File: src/rtl/perm_reorder_fifo.sv
// Column-permutation FIFO: pairs each stored permutation with the next symbol vector and restores antenna order.
// Latency 1 cycle x_valid_i -> x_valid_o; no backpressure: full drops pushes (ovf_o), empty pops apply identity (udf_o).
module perm_reorder_fifo #(
    parameter int NCOL  = 8,
    parameter int IDXW  = 3,
    parameter int SYMW  = 2,
    parameter int DEPTH = 32,
    parameter int PTRW  = 5
) (
    input  logic                 clk,
    input  logic                 rst,
    input  logic                 clr_i,
    input  logic                 bypass_i,
    input  logic [NCOL*IDXW-1:0] perm_i,
    input  logic                 perm_valid_i,
    input  logic [NCOL*SYMW-1:0] x_i,
    input  logic                 x_valid_i,
    output logic [NCOL*SYMW-1:0] x_o,
    output logic                 x_valid_o,
    output logic [PTRW:0]        level_o,
    output logic                 full_o,
    output logic                 empty_o,
    output logic                 ovf_o,
    output logic                 udf_o,
    output logic                 perm_err_o
);

    localparam int              PW      = NCOL * IDXW;
    localparam int              XW      = NCOL * SYMW;
    localparam logic [PTRW:0]   DEPTH_L = (PTRW+1)'(DEPTH);
    localparam logic [IDXW:0]   NCOL_L  = (IDXW+1)'(NCOL);

    logic [PW-1:0]   mem [DEPTH];
    logic [PTRW-1:0] wr_ptr;
    logic [PTRW-1:0] rd_ptr;
    logic [PTRW:0]   level;
    logic [PTRW:0]   level_nxt;
    logic            full_q;
    logic            empty_q;
    logic            ovf_q;
    logic            udf_q;
    logic [XW-1:0]   x_q;
    logic            xv_q;
    logic            err_q;

    logic            pop_req;
    logic            write_through;
    logic            do_pop;
    logic            do_push;
    logic            ovf_evt;
    logic            udf_evt;

    logic [PW-1:0]   ident;
    logic [PW-1:0]   sel_perm;
    logic [PW-1:0]   applied;
    logic            legal;
    logic [XW-1:0]   x_re;

    // Push/pop qualification. An empty FIFO with a simultaneous push and pop
    // forwards perm_i straight to the reorder stage without storing it.
    always_comb begin
        pop_req       = x_valid_i & ~bypass_i;
        write_through = pop_req & empty_q & perm_valid_i;
        do_pop        = pop_req & ~empty_q;
        do_push       = perm_valid_i & ~write_through & (~full_q | do_pop);
        ovf_evt       = perm_valid_i & full_q & ~do_pop;
        udf_evt       = pop_req & empty_q & ~perm_valid_i;
    end

    always_comb begin
        level_nxt = level;
        if (do_push && !do_pop) begin
            level_nxt = level + 1'b1;
        end else if (do_pop && !do_push) begin
            level_nxt = level - 1'b1;
        end
    end

    always_comb begin
        ident = '0;
        for (int k = 0; k < NCOL; k++) begin
            ident[k*IDXW +: IDXW] = IDXW'(k);
        end
    end

    always_comb begin
        sel_perm = ident;
        if (!bypass_i) begin
            if (!empty_q) begin
                sel_perm = mem[rd_ptr];
            end else if (perm_valid_i) begin
                sel_perm = perm_i;
            end
        end
    end

    // Legal means every field indexes a real column and no column is used twice.
    always_comb begin
        legal = 1'b1;
        for (int k = 0; k < NCOL; k++) begin
            if ({1'b0, sel_perm[k*IDXW +: IDXW]} >= NCOL_L) begin
                legal = 1'b0;
            end
            for (int m = k + 1; m < NCOL; m++) begin
                if (sel_perm[k*IDXW +: IDXW] == sel_perm[m*IDXW +: IDXW]) begin
                    legal = 1'b0;
                end
            end
        end
    end

    assign applied = legal ? sel_perm : ident;

    // Inverse permutation: output slot j takes the input symbol whose field names j.
    always_comb begin
        x_re = '0;
        for (int j = 0; j < NCOL; j++) begin
            for (int k = 0; k < NCOL; k++) begin
                if (applied[k*IDXW +: IDXW] == IDXW'(j)) begin
                    x_re[j*SYMW +: SYMW] = x_i[k*SYMW +: SYMW];
                end
            end
        end
    end

    always_ff @(posedge clk) begin
        if (do_push && !clr_i) begin
            mem[wr_ptr] <= perm_i;
        end
    end

    always_ff @(posedge clk or negedge rst) begin
        if (!rst) begin
            wr_ptr  <= '0;
            rd_ptr  <= '0;
            level   <= '0;
            full_q  <= 1'b0;
            empty_q <= 1'b1;
            ovf_q   <= 1'b0;
            udf_q   <= 1'b0;
        end else if (clr_i) begin
            wr_ptr  <= '0;
            rd_ptr  <= '0;
            level   <= '0;
            full_q  <= 1'b0;
            empty_q <= 1'b1;
            ovf_q   <= 1'b0;
            udf_q   <= 1'b0;
        end else begin
            if (do_push) begin
                wr_ptr <= wr_ptr + 1'b1;
            end
            if (do_pop) begin
                rd_ptr <= rd_ptr + 1'b1;
            end
            level   <= level_nxt;
            full_q  <= (level_nxt == DEPTH_L);
            empty_q <= (level_nxt == '0);
            ovf_q   <= ovf_q | ovf_evt;
            udf_q   <= udf_q | udf_evt;
        end
    end

    always_ff @(posedge clk or negedge rst) begin
        if (!rst) begin
            x_q   <= '0;
            xv_q  <= 1'b0;
            err_q <= 1'b0;
        end else if (clr_i) begin
            x_q   <= '0;
            xv_q  <= 1'b0;
            err_q <= 1'b0;
        end else begin
            xv_q  <= x_valid_i;
            err_q <= x_valid_i & ~legal;
            if (x_valid_i) begin
                x_q <= x_re;
            end
        end
    end

    assign x_o        = x_q;
    assign x_valid_o  = xv_q;
    assign level_o    = level;
    assign full_o     = full_q;
    assign empty_o    = empty_q;
    assign ovf_o      = ovf_q;
    assign udf_o      = udf_q;
    assign perm_err_o = err_q;

endmodule

File: config.mk
export PLATFORM = sky130hd
export DESIGN_NAME = perm_reorder_fifo
export DESIGN_NICKNAME = d
export VERILOG_FILES = /design/src/rtl/perm_reorder_fifo.sv
export SDC_FILE = /design/constraint.sdc
export NUM_CORES = 1
export LEC_CHECK = 0
export BUFFER_PORTS_ARGS = -buffer_cell sky130_fd_sc_hd__buf_4
export CORE_ASPECT_RATIO = 0.8
export CORE_MARGIN = 3
export CORE_UTILIZATION = 58
export CTS_CLUSTER_SIZE = 20
export DETAILED_ROUTE_END_ITERATION = 10
export PLACE_DENSITY = 0.8
export SYNTH_ARGS = -nofsm -noshare
export SYNTH_HDL_FRONTEND = slang
export SYNTH_SLANG_ARGS = --single-unit
File: constraint.sdc
create_clock -name clk -period 5.7 [get_ports clk]
set_clock_uncertainty 0.15 [all_clocks]
set_input_delay 0.57 -clock clk [delete_from_list [all_inputs] [get_ports clk]]
set_output_delay 0.57 -clock clk [all_outputs]
set_load 0.005 [all_outputs]
==> run metrics, run 1 <==
Critical Path RT=6.08 ns; Critical Path AT=5.91 ns; Comb pwr share=10.9%; area grow syn2layout=12.7%; DRC viols=0; critical path's top delay family=simple AND/OR/NAND/NOR gates; Ys Warns=0; Netlist cell types=110; sequential power share=49.4%; max_cap viols=0; Peak VDD IR=297 µV; WP buf/inv=3; Slew @ Worst Pin=1.35 ns; post-route setup TNS=0 ns; core region area=60000 µm²; Peak Freq=181 MHz; critical path class=reg -> reg; count of pins over their slew limit=0; number of core rows=80; Int Power=10.0 mW; CP Launch Point=rd_ptr[1]$_DFFE_PN0P_; Final nets=2417; share of cells above drive strength 1=22.7%; syn_area_per_cell=15.9 µm²; cell with the most instances after synthesis=edfxtp_1; H-tree depth=3; status=finished, final reports clean; DIE HEIGHT=227 µm; CTS tree=done; routability congestion estimate=0.944; largest net degree at the start of global routing=39; WL/cell=31.5 µm; fin crit period=5.53 ns; gr usage total=31.8%; crit-path max cell delay=0.87 ns; sequential area share after synthesis=67.8%; number of flops mapped to enable cells by yosys=768; WL final=101 mm; post-synthesis adder-cell area fraction=0.247%; initial DRC count=3109; hold path startpoint=x_i[1]; PD cells=333 nW/µm²; Worst Hold Depth=3; clk buf depth=3; #FFs+latches synth=806; input/output buffers=73; # IOs=74; Net Switching=3.23 mW; Post-synth top flop=edfxtp_1; Crit path depth=15; CTS Buf Count=78; GRT overflow=0; power share of the clock group=39.7%; Mapped Nets=2282; TritonRoute pass-1 iters=6; RSZ-0062 raised after global routing=no; simple logic cell fraction of the synthesized area=7.10%; Synth area leaders=edfxtp_1, mux4_2, mux2i_1, dfrtp_1, mux2_2; Post-synth top cells=edfxtp_1, nor2_1, nand2_1; post-DR vias/cell=6.94; Compound-Gate Fraction of Synth Area=7.65%; later-pin clock latency in the skew report=0.65 ns; post-synth top area share=65.2%; slew margin rel.=9.71%; vias in the first global route=21800; FF-to-FF path depth=15; setup violators final=0; Die X=282 µm; root buf cell=clkbuf_16; Reg2Reg Launch Point=rd_ptr[1]$_DFFE_PN0P_; ys async rst share=4.71%; Worst Setup Start Kind=flip-flop; synthesized area=35400 µm²; initial core utilization=59.0%; Vias=22300; clock-pin slew on the worst setup and hold paths=0.06 ns; total power=13.3 mW; fin crit share=97.0%; mux cell area share after synthesis=12.8%; worst hold path class=in -> reg; Net Sw Frac=24.4%; Cells after Synth=2229; die area=64000 µm²; global-route wire length before repair=147 mm; CTS Sinks=806; crit-path cells=nand3b_1 -> buf_4 -> o22ai_1 -> a2111oi_1 -> a221oi_2 -> and2_1 -> buf_4 -> o2111ai_1 -> o2111ai_1 -> or4_4 -> nor3_4 -> buf_12 -> a32oi_1 -> and3_1 -> nor4_2; antenna viol nets, final=0; initial antenna violation count=4; endpoints failing hold=0; largest family of logic cells by synthesized area=multiplexers; Synth area leader=edfxtp_1; DP HPWL=62.0 mm; xor and xnor area share after synthesis=1.43%; Worst Setup End Kind=flip-flop; crit path max fanout=37; leakage=12.8 nW; Critical-path top delay cell=dfrtp_4
==> layer usage <==
layer	vias up	GRT usage [%]	share of wire, %
li1	9168	-	-
met1	11100	44.5	38
met2	1641	48.0	45
met3	316	8.73	13
met4	4	13.1	4.6
met5	-	0	0.033
==> worst paths after layout <==
kind	to	slack (ns)
max	x_o[3]$_DFFE_PN0P_	0.17
max in group asynchronous	rd_ptr[0]$_DFFE_PN0P_	4.63
min	x_o[1]$_DFFE_PN0P_	0.11
max reg2reg	x_o[3]$_DFFE_PN0P_	0.17
min in group asynchronous	x_o[5]$_DFFE_PN0P_	0.33
min reg2reg	x_o[11]$_DFFE_PN0P_	0.35
==> state kept, by name, summed over array words and instances (netlist names), 5 cells and up <==
name	count
x_o	16
rd_ptr	5
mem	768
level_o	6
wr_ptr	5
==> cell families after synthesis <==
logic type,Yosys count
AND/OR/NAND/NOR,517
buffers and inverters,170
flip-flops,806
XOR/XNOR,57
multiplexers,309
AO/OA/AOI/OAI,363
adder cells (fa/ha/maj),7
==> through the flow <==
| step | setup WS, ns | hold WS [ns] | cells | util (%) | cell area [µm²] |
|---|---|---|---|---|---|
| detailed placement | 0.433 | 0.344 | 3062 | 62.1 | 37200 |
| CTS | 0.360 | 0.0736 | 3204 | 66.5 | 39900 |
| finish | 0.173 | 0.107 | 3207 | 66.5 | 39900 |
| global placement | 0.363 | 0.330 | 3062 | 62.1 | 37200 |
| floorplan | 0.468 | 0.124 | 2229 | - | 35400 |
| global route | 0.0192 | 0.112 | 3205 | 66.5 | 39900 |
==> worst min-delay path, stage by stage <==
cell     delay (ns)
buf_4          0.12
o21ai_0        0.09
nand3_1        0.07
==> power groups by stage <==
stage          Sequential (mW)  Clock (mW)  Combinational [mW]
2_1_floorplan             6.67           0               0.908
3_3_place_gp              6.68           0                1.40
3_5_place_dp              6.68           0                1.40
4_1_cts                   6.55        5.31                1.41
5_1_grt                   6.55        5.53                1.53
6_report                  6.55        5.26                1.44
==> placed cells by master (no fill, tap or decap), drive strengths merged, types with 15 or more instances in the layout <==
cell	Yosys	routed
a211oi	26	26
a21oi	45	45
a221oi	28	28
a22oi	18	18
buf	91	197
clkbuf	52	88
clkinv	1	34
dfrtp	37	37
edfxtp	768	768
inv	26	30
mux2	69	69
mux2i	133	133
mux4	107	107
nand2	145	145
nand2b	24	24
nand3	34	34
nor2	158	158
nor3	34	34
nor4	15	15
o2111ai	15	15
o211ai	32	32
o21ai	54	54
o22ai	43	43
xnor2	41	41
xor2	16	16
==> layout make-up <==
type / count / area (µm²)
multi-input combinational: 1253 / 10500
sequential: 806 / 24000
clock buffer: 88 / 1990
tap: 779 / 975
antenna: 3 / 7.51
fill: 3869 / 20100
inverter: 27 / 101
clock inverter: 53 / 634
timing repair buffer: 198 / 1610
==> timing repair <==
item                                    4_1_cts  5_1_grt
endpoints found under the hold margin        37        0
hold buffers                                  1        0
endpoints found under the setup margin        0        0
setup buffers                                 0        0
gates resized for setup                       0        0
Power figures use the tool's default switching activity.
==> run 2: changes to the inputs <==
--- a/config.mk
+++ b/config.mk
@@ -6,7 +6,6 @@
 export NUM_CORES = 1
 export LEC_CHECK = 0
 export BUFFER_PORTS_ARGS = -buffer_cell sky130_fd_sc_hd__buf_4
-export CORE_ASPECT_RATIO = 0.8
 export CORE_MARGIN = 3
 export CORE_UTILIZATION = 58
 export CTS_CLUSTER_SIZE = 20
==> run metrics, run 2 (synthesized netlist as in run 1, its figures left out) <==
status=finished, final reports clean; Peak VDD IR=298 µV (+0.40%); critical path's top delay family=simple AND/OR/NAND/NOR gates; DRC viols=0 (unchanged); GRT overflow=0 (unchanged); Slew @ Worst Pin=1.26 ns (-0.0902 ns); fin crit period=5.55 ns (+0.0192 ns); TritonRoute pass-1 iters=6 (unchanged); PD cells=332 nW/µm² (about the same); Int Power=10.1 mW (+0.55%); clock-pin slew on the worst setup and hold paths=0.06 ns (about the same); worst hold path class=in -> reg; Comb pwr share=10.7% (-0.2 points); Vias=22500 (+1.0%); die area=64000 µm² (about the same); WL/cell=32.6 µm (+3.3%); largest net degree at the start of global routing=48 (+23%); fin crit share=97.3% (+0.34 points); initial antenna violation count=2 (-2); gr usage total=32.9% (+1.1 points); WP buf/inv=2 (-1); max reg flops=768 (unchanged); # resized after CTS=0 (unchanged); endpoints failing hold=0 (unchanged); share of cells above drive strength 1=22.4% (-0.32 points); DP HPWL=64.0 mm (+3.3%); # IOs=74 (unchanged); worst min-delay path endpoint=x_o[14]$_DFFE_PN0P_; initial DRC count=2936 (-5.6%); slew margin rel.=15.7% (+6.0 points); pre-CTS WS=0.305 ns (-0.127 ns); Crit Reg-Reg Endpoint=x_o[3]$_DFFE_PN0P_; Reg2Reg Setup Slack=0.15 ns (-0.02 ns); number of core rows=89 (+11%); sequential power share=49.5% (about the same); input/output buffers=73 (unchanged); leakage=12.7 nW (-0.11%); initial core utilization=59.3% (+0.27 points); area grow syn2layout=12.7% (about the same); Critical-path top delay cell=dfrtp_2; clk buf depth=3 (unchanged); crit path max fanout=14 (-62%); RSZ-0062 raised after global routing=no; DIE HEIGHT=253 µm (+11%); routability congestion estimate=0.967 (+2.4%); core region area=59700 µm² (-0.45%); max_cap viols=0 (unchanged); Net Sw Frac=23.9% (-0.45 points); CTS tree=done; Net Switching=3.17 mW (-1.9%); count of pins over their slew limit=0 (unchanged); CTS Buf Count=80 (+2.6%); Worst Setup End Kind=flip-flop; later-pin clock latency in the skew report=0.62 ns (-0.03 ns); global-route wire length before repair=151 mm (+3.1%); post-DR vias/cell=7.03 (+1.3%); power share of the clock group=39.8% (about the same); Worst Hold Depth=3 (unchanged); Reg2Reg Launch Point=rd_ptr[2]$_DFFE_PN0P_; Die X=253 µm (-10%); crit-path cells=clkinv_1 -> mux2_2 -> a2111oi_0 -> a221oi_1 -> buf_4 -> or3b_1 -> and4b_1 -> or4_1 -> a22oi_2 -> nand4_2 -> nor4_1 -> o2bb2ai_1 -> and3_1 -> nor4_2; post-route worst setup slack=0.154 ns (-0.0192 ns); area of the multi-input gates=10600 µm² (+0.48%); CTS Sinks=806 (unchanged); setup violators final=0 (unchanged); storage element area=24000 µm² (unchanged); Critical Path RT=6.08 ns (about the same); post-route setup TNS=0 ns (unchanged); root buf cell=clkbuf_16; Final nets=2415 (-0.083%); Peak Freq=180 MHz (-0.35%); Critical Path AT=5.93 ns (+0.02 ns); hold path startpoint=x_i[14]; Largest Register=mem; FF-to-FF path depth=14 (-1); crit-path max cell delay=0.71 ns (-0.16 ns); antenna viol nets, final=0 (unchanged); WL final=104 mm (+3.1%); commonest non-fill, non-tap cells in the layout=edfxtp_1, buf_4, nand2_1; H-tree depth=3 (unchanged); leading cell type in the layout, fill and taps excluded=edfxtp_1; critical path class=reg -> reg; Worst Setup Start Kind=flip-flop; vias in the first global route=22300 (+2.5%); Filler Cells Inserted=3878 (+0.23%)
[run 2: worst max-delay path by stage]
stage	endpoint	slack, ns	depth (start not counted)	from
2_1_floorplan	mem[31][0]$_DFFE_PP_	0.47	7	bypass_i
3_3_place_gp	x_o[3]$_DFFE_PN0P_	0.39	14	rd_ptr[2]$_DFFE_PN0P_
3_5_place_dp	x_o[3]$_DFFE_PN0P_	0.31	15	rd_ptr[2]$_DFFE_PN0P_
4_1_cts	x_o[3]$_DFFE_PN0P_	0.32	15	rd_ptr[2]$_DFFE_PN0P_
5_1_grt	x_o[3]$_DFFE_PN0P_	0.05	15	rd_ptr[1]$_DFFE_PN0P_
6_report	x_o[3]$_DFFE_PN0P_	0.15	14	rd_ptr[2]$_DFFE_PN0P_
[run 2: worst min-delay path, cell delays in order]
cell	delay (ns)
buf_4	0.15
nand2_1	0.08
a211oi_2	0.06
[run 2: per-stage QoR]
stage	instances	power [mW]	hold slack (ns)	util, %	instance area (µm²)
3_3_place_gp	3052	8.05	0.319	62.4	37300
4_1_cts	3197	13.3	0.0947	66.8	39900
3_5_place_dp	3052	8.06	0.359	62.4	37300
6_report	3199	13.3	0.129	66.8	39900
5_1_grt	3199	13.6	0.124	66.8	39900
2_1_floorplan	2229	7.58	0.124	-	35400
[run 2: what timing repair did]
item,in CTS,in global routing
hold endpoints to repair,37,0
buffers inserted,0,0
hold buffers,1,0
[run 2: layout make-up]
cell class,count,share of cell area (%)
flip-flops and latches,806,60.2
multi-input cells,1253,26.5
clock buffers,95,5.32
repair buffers,194,3.97
well taps,773,2.42
clock inverters,49,1.24
inverters,27,0.254
diodes,2,0.0125
[run 2: routing by layer]
metal  part of all wire, %  wire length, µm  global-route usage, %
met1                    36            37800                   44.8
met2                    46            48100                   51.1
met3                    11            12000                   5.81
met4                   6.0             6300                   18.2
met5                     0                0                      0
[run 2: power by group through the flow]
stage                     sequential (mW)  combinational, mW  clock (mW)
final                                6.56               1.42        5.28
after global placement               6.68               1.37           0
after detailed placement             6.69               1.38           0
after global routing                 6.56               1.50        5.54
after floorplan                      6.67              0.908           0
after CTS                            6.56               1.39        5.32
